--- config.mk ---
export PLATFORM = sky130hd
export DESIGN_NAME = if_stage_flat
export DESIGN_NICKNAME = d
export VERILOG_FILES = /design/src/rtl/if_stage_pkg.sv /design/src/rtl/if_stage_if.sv /design/src/rtl/if_stage_if_id_reg.sv /design/src/rtl/if_stage.sv /design/src/flat_wrapper.sv
export SDC_FILE = /design/constraint.sdc
export NUM_CORES = 1
export LEC_CHECK = 0
export BUFFER_PORTS_ARGS = -buffer_cell sky130_fd_sc_hd__buf_2
export CAP_MARGIN = 20
export CORE_MARGIN = 2
export CORE_UTILIZATION = 52
export DETAILED_ROUTE_END_ITERATION = 6
export PLACE_DENSITY = 0.82
export SLEW_MARGIN = 20
export SYNTH_ARGS = -nofsm -noshare
export SYNTH_HDL_FRONTEND = slang
export SYNTH_SLANG_ARGS = --single-unit
--- constraint.sdc ---
create_clock -name clk -period 7.2 [get_ports clk]
set_input_delay 1.08 -clock clk [delete_from_list [all_inputs] [get_ports clk]]
set_output_delay 1.08 -clock clk [all_outputs]
set_load 0.05 [all_outputs]
--- src/rtl/if_stage_pkg.sv ---
// if_stage_pkg: shared reset/bubble constants and fetch FSM state encoding.
package if_stage_pkg;
  localparam logic [31:0] RESET_PC_DEF = 32'h0000_0000;
  localparam logic [31:0] NOP_INST_DEF = 32'h0000_0013;
  typedef enum logic [1:0] {S_BOOT, S_FETCH, S_DISCARD} state_t;
endpackage

--- src/rtl/if_stage_if.sv ---
// if_stage_if: instruction-memory request/response bus.
// Ports: req/addr driven by the fetch stage (master); ready/rdata driven by memory (slave).
interface if_stage_if;
  logic req;
  logic [31:0] addr;
  logic ready;
  logic [31:0] rdata;
  modport master(output req, addr, input ready, rdata);
  modport slave(input req, addr, output ready, rdata);
endinterface

--- src/rtl/if_stage_if_id_reg.sv ---
// if_id_reg: IF/ID pipeline register with hold (keep contents) and flush (load a bubble).
// Ports: clk, rst (async high); hold, flush; pc_in/inst_in captured when neither is set;
//        id_pc/id_inst/id_valid register outputs. A flush keeps id_pc.
module if_id_reg
  import if_stage_pkg::*;
#(
  parameter logic [31:0] NOP_INST = NOP_INST_DEF
) (
  input  logic        clk,
  input  logic        rst,
  input  logic        hold,
  input  logic        flush,
  input  logic [31:0] pc_in,
  input  logic [31:0] inst_in,
  output logic [31:0] id_pc,
  output logic [31:0] id_inst,
  output logic        id_valid
);
  logic [31:0] id_pc_d, id_pc_q, id_inst_d, id_inst_q;
  logic id_valid_d, id_valid_q;
  always_comb begin
    id_pc_d = hold || flush ? id_pc_q : pc_in;
    id_inst_d = hold ? id_inst_q : flush ? NOP_INST : inst_in;
    id_valid_d = hold ? id_valid_q : !flush;
  end
  always_ff @(posedge clk or posedge rst)
    if (rst) begin
      id_pc_q <= '0;
      id_inst_q <= NOP_INST;
      id_valid_q <= 1'b0;
    end else begin
      id_pc_q <= id_pc_d;
      id_inst_q <= id_inst_d;
      id_valid_q <= id_valid_d;
    end
  assign id_pc = id_pc_q;
  assign id_inst = id_inst_q;
  assign id_valid = id_valid_q;
endmodule

--- src/rtl/if_stage.sv ---
// if_stage: instruction fetch stage -- PC register, fetch FSM and IF/ID register.
// Ports: clk, rst (async high); npc next PC; load_stall, branch_stall; pc current fetch PC;
//        imem (if_stage_if master); id_pc/id_inst/id_valid IF/ID contents;
//        if_misalign only when IF_MISALIGN_CHK_EN is defined (npc then force-aligned).
module if_stage
  import if_stage_pkg::*;
#(
  parameter logic [31:0] RESET_PC = RESET_PC_DEF,
  parameter logic [31:0] NOP_INST = NOP_INST_DEF
) (
  input  logic        clk,
  input  logic        rst,
  input  logic [31:0] npc,
  input  logic        load_stall,
  input  logic        branch_stall,
  output logic [31:0] pc,
  if_stage_if.master  imem,
  output logic [31:0] id_pc,
  output logic [31:0] id_inst,
  output logic        id_valid
`ifdef IF_MISALIGN_CHK_EN
  ,
  output logic        if_misalign
`endif
);
  state_t state_q, state_d;
  logic [31:0] pc_q, pc_d, disc_addr_q, disc_addr_d, npc_eff;
  logic pc_ld, fetch_xfer, id_flush;
  assign fetch_xfer = state_q == S_FETCH && imem.ready;
`ifdef IF_MISALIGN_CHK_EN
  logic if_misalign_d, if_misalign_q;
  assign npc_eff = {npc[31:2], 2'b00};
  assign if_misalign_d = pc_ld && npc[1:0] != 2'b00;
  assign if_misalign = if_misalign_q;
  always_ff @(posedge clk or posedge rst)
    if (rst) if_misalign_q <= 1'b0;
    else if_misalign_q <= if_misalign_d;
`else
  assign npc_eff = npc;
`endif
  // A redirect while a request is outstanding leaves the old address on the
  // bus until memory answers; track pc until then so the abandoned address is frozen.
  always_comb begin
    state_d = state_q;
    pc_ld = 1'b0;
    if (!load_stall) begin
      pc_ld = branch_stall || fetch_xfer;
      state_d = branch_stall && state_q != S_BOOT && !imem.ready ? S_DISCARD :
                !branch_stall && state_q == S_DISCARD && !imem.ready ? S_DISCARD : S_FETCH;
    end
    pc_d = pc_ld ? npc_eff : pc_q;
    disc_addr_d = state_q == S_DISCARD ? disc_addr_q : pc_q;
    id_flush = branch_stall || !fetch_xfer;
  end
  always_ff @(posedge clk or posedge rst)
    if (rst) begin
      state_q <= S_BOOT;
      pc_q <= RESET_PC;
      disc_addr_q <= RESET_PC;
    end else begin
      state_q <= state_d;
      pc_q <= pc_d;
      disc_addr_q <= disc_addr_d;
    end
  assign pc = pc_q;
  assign imem.req = state_q != S_BOOT;
  assign imem.addr = state_q == S_DISCARD ? disc_addr_q : pc_q;
  if_id_reg #(.NOP_INST(NOP_INST)) u_if_id_reg (
    .clk(clk),
    .rst(rst),
    .hold(load_stall),
    .flush(id_flush),
    .pc_in(pc_q),
    .inst_in(imem.rdata),
    .id_pc(id_pc),
    .id_inst(id_inst),
    .id_valid(id_valid)
  );
endmodule

--- src/flat_wrapper.sv ---
// flat-port wrapper written by rule: the top's interface ports become plain ports
module if_stage_flat import if_stage_pkg::*;
#(
  parameter logic [31:0] RESET_PC = RESET_PC_DEF,
  parameter logic [31:0] NOP_INST = NOP_INST_DEF
)
  (clk, rst, npc, load_stall, branch_stall, pc, id_pc, id_inst, id_valid, imem_req, imem_addr, imem_ready, imem_rdata);
  if_stage_if imem_i ();
  input  logic clk;
  input  logic rst;
  input  logic [31:0] npc;
  input  logic load_stall;
  input  logic branch_stall;
  output logic [31:0] pc;
  output logic [31:0] id_pc;
  output logic [31:0] id_inst;
  output logic id_valid;
  output wire logic [$bits(imem_i.req)-1:0] imem_req;
  output wire logic [$bits(imem_i.addr)-1:0] imem_addr;
  input wire logic [$bits(imem_i.ready)-1:0] imem_ready;
  input wire logic [$bits(imem_i.rdata)-1:0] imem_rdata;
  assign imem_req = imem_i.req;
  assign imem_addr = imem_i.addr;
  assign imem_i.ready = imem_ready;
  assign imem_i.rdata = imem_rdata;
  if_stage #(.RESET_PC(RESET_PC), .NOP_INST(NOP_INST)) u_core (.clk(clk), .rst(rst), .npc(npc), .load_stall(load_stall), .branch_stall(branch_stall), .pc(pc), .imem(imem_i), .id_pc(id_pc), .id_inst(id_inst), .id_valid(id_valid));
endmodule
==> results.md <==
* Min-Delay Path Class: flop to flop
* Number of global-route vias before repair at 3,300
* Non-filler cells, final at 622
* Buffers on Ports at 198
* Total power at 2810 µW
* Critical path's top delay family: simple AND/OR/NAND/NOR gates
* Area added between synthesis and finish at 34.3%
* Max stage delay cell, worst path: nor2b_4
* Global route overflow at 0
* Worst setup SP type: flop
* Combinational Power Share at 33.2%
* # setup viols final at 0
* Largest net degree at the start of global routing at 75
* Met2 Use GR at 34.7%
* Post-CTS Resized at 0
* Initial core utilization at 53.4%
* Commonest cells post-synth: dfrtp_1 (128), mux2_2 (75), a22o_1 (29)
* Core Rows at 35
* Async S/R FF share, synth at 100%
* Drt first pass iters at 4
* Final count of hold timing violations at 0
* Max transition margin at 31.4%
* Max Cap Viol at 0
* Sequential share of the synthesized area at 66.8%
* Final layout net count at 568
* Yosys cell types at 24
* Crit Path Max Fanout at 32
* FF+latch count, synth at 131
* Synthesized area at 4910 µm²
* Syn_nets at 365
* Final ANT Viol Nets at 0
* Clock Tree Root: clkbuf_8
* Cells after Synth at 296
* Buf/Inv on CP at 1
* Critical Path End Type: output pin
* Crit path cell chain: nor2b_4 > mux2_2 > buf_2
* Vias/cell at 5.24
* DR WL/cell at 17.1 µm
* Clock tree buffer depth at 2
* Gr busiest metal: met2
* Internal power at 1720 µW
* Number of synthesized flops with an enable pin at 0
* DRC at 0
* Initial antenna violation count at 0
* Worst clock skew at 0.00841 ns
* Latest clock arrival within the worst-skew pair at 0.51 ns
* CTS tree: yes
* GRT Total Usage at 21.1%
* Worst-margin pin slew at 1.03 ns
* Post-CTS setup buffers at 0
* Clk pin slew, worst setup/hold paths at 0.06 ns
* Routed WL at 10,600 µm
* Setup TNS at 0 ns
* Clk pwr share at 32.4%
* M1 GR Usage at 26.5%
* Die Area at 10,200 µm²
* Min Hold Slack at 0.482 ns
* Top cells by area, synth: dfrtp_1 (65%), mux2_2 (17%), a22o_1 (5.2%)
* Core area at 9200 µm²
* Peak supply drop at 0.000287 V
* GR Util met3 at 7.52%
* Vias after detailed routing at 3,258
* Ys Warns at 0
* Required time of the critical path at 6.12 ns
* Iter 0 DRT Violations at 80
* Status: finished clean
* Die W at 101 µm
* Post-synth top area cell: dfrtp_1
* Crit path kind: flop to output pin
* RSZ-0062 raised after global routing: no
* CTS Buf Count at 17
* Global-route wire length before repair at 16,600 µm
* Net Sw Power at 1090 µW
* Final slew viol count at 0
* Most instantiated library cell after synthesis: dfrtp_1
* CTS Sinks at 131
* Top-area cell type share of the netlist area at 65.2%
* Filler cell count at 634
* Reg power frac at 34.4%
* I/O pins at 199
* Critical path arrival at 2.49 ns
* Final worst path period share at 49.6%
* Die Y at 101 µm
* H-tree levels at 4
* N_diodes at 0
* Minimum clock period at 3.57 ns
* GPL Wtd Cong at 0.684
* DP Wirelength at 7210 µm
* Syn Area/Cell at 16.6 µm²
* CP peak stage delay at 0.84 ns
* Hold_buf cts at 0
* Inst Count DP at 590
* Pwr dens at 426 nW/µm²
* Sw frac at 38.9%
* Main synth FF type: dfrtp_1
* Layout cell share with drive strength beyond 1 at 61.6%
* Lkg Pwr at 0.00330 µW
* Fmax at 280 MHz
final cells by class:
type / count / area, µm² / share of cell area (%)
tap: 111 / 139 / 2.10
sequential: 131 / 3280 / 49.7
timing repair buffer: 202 / 1040 / 15.8
inverter: 6 / 25.0 / 0.379
multi-input combinational: 141 / 1480 / 22.5
clock inverter: 12 / 208 / 3.15
clock buffer: 19 / 422 / 6.39
path summary, 6_finish.rpt:
kind | startpoint | end | slack [ns] | cells after the start
max | u_core.state_q[0] | imem_addr[14] | 3.63 | 3
min | u_core.u_if_id_reg.id_pc[1] | u_core.u_if_id_reg.id_pc[1] | 0.48 | 1
max reg2reg | u_core.state_q[0] | u_core.disc_addr_q[29] | 5.32 | 2
min reg2reg | u_core.u_if_id_reg.id_pc[1] | u_core.u_if_id_reg.id_pc[1] | 0.48 | 1
max in group asynchronous | rst | u_core.pc[15] | 5.13 | 3
min in group asynchronous | rst | u_core.u_if_id_reg.id_pc[9] | 0.69 | 2
metal layers:
layer	wire length [µm]	part of all wire [%]
met1	4390	41
met2	5350	50
met3	770	7.2
met4	131	1.2
met5	0	0
flip-flops by register name, indices dropped and copies added (netlist names):
register and flops:
u_core.u_if_id_reg.id_inst 32, u_core.pc 32, u_core.u_if_id_reg.id_pc 32, u_core.state_q 2
u_core.disc_addr_q 32, u_core.u_if_id_reg.id_valid 1
power by group through the flow:
stage	clock, µW	sequential, µW	combinational [µW]
after global routing	953	990	969
after CTS	926	970	937
after global placement	0	969	921
after floorplan	0	1380	313
after detailed placement	0	982	935
final	910	968	932
layout by cell type (no fill, tap or decap):
| cell type | instances |
|---|---|
| a21oi_1 | 1 |
| clkbuf_8 | 1 |
| or2_2 | 1 |
| buf_4 | 3 |
| nor2b_4 | 1 |
| dfrtp_1 | 128 |
| a2bb2oi_1 | 3 |
| mux2_1 | 21 |
| inv_1 | 5 |
| dfstp_2 | 3 |
| o21a_1 | 1 |
| nand2b_4 | 1 |
| buf_2 | 198 |
| nand2b_1 | 1 |
| clkinv_4 | 4 |
| buf_16 | 1 |
| bufinv_16 | 5 |
| mux2_2 | 75 |
| inv_4 | 1 |
| nand4_1 | 1 |
| a22o_1 | 29 |
| nor3_4 | 1 |
| o21ai_0 | 1 |
| clkbuf_1 | 2 |
| clkbuf_16 | 16 |
| clkinvlp_4 | 3 |
| a21o_1 | 1 |
| nor2_1 | 1 |
| nand2_1 | 1 |
| a2bb2oi_4 | 1 |
worst register-to-register path, delay by kind of cell, from the launching register on:
family | cells | cell delay, ns
AND/OR/NAND/NOR | 1 | 0.84
multiplexers | 1 | 0.45
flip-flops | 1 | 0.48
through the flow:
| stage | util (%) | worst slack (ns) | area (µm²) |
|---|---|---|---|
| after detailed placement | 64.6 | 3.89 | 5940 |
| after floorplan | - | 2.63 | 4910 |
| after global routing | 71.8 | 3.49 | 6600 |
| after global placement | 64.6 | 4.02 | 5940 |
| final | 71.8 | 3.63 | 6600 |
| after CTS | 71.5 | 3.60 | 6570 |
kinds of logic after synthesis:
kind of cell | after synthesis | synth area share, %
DFF | 131 | 66.8
muxes | 96 | 22.0
and+or+nand+nor | 8 | 1.27
buffers and inverters | 24 | 3.16
AOI/OAI and AO/OA | 37 | 6.75
No activity file was read; power rests on OpenSTA's default activity.
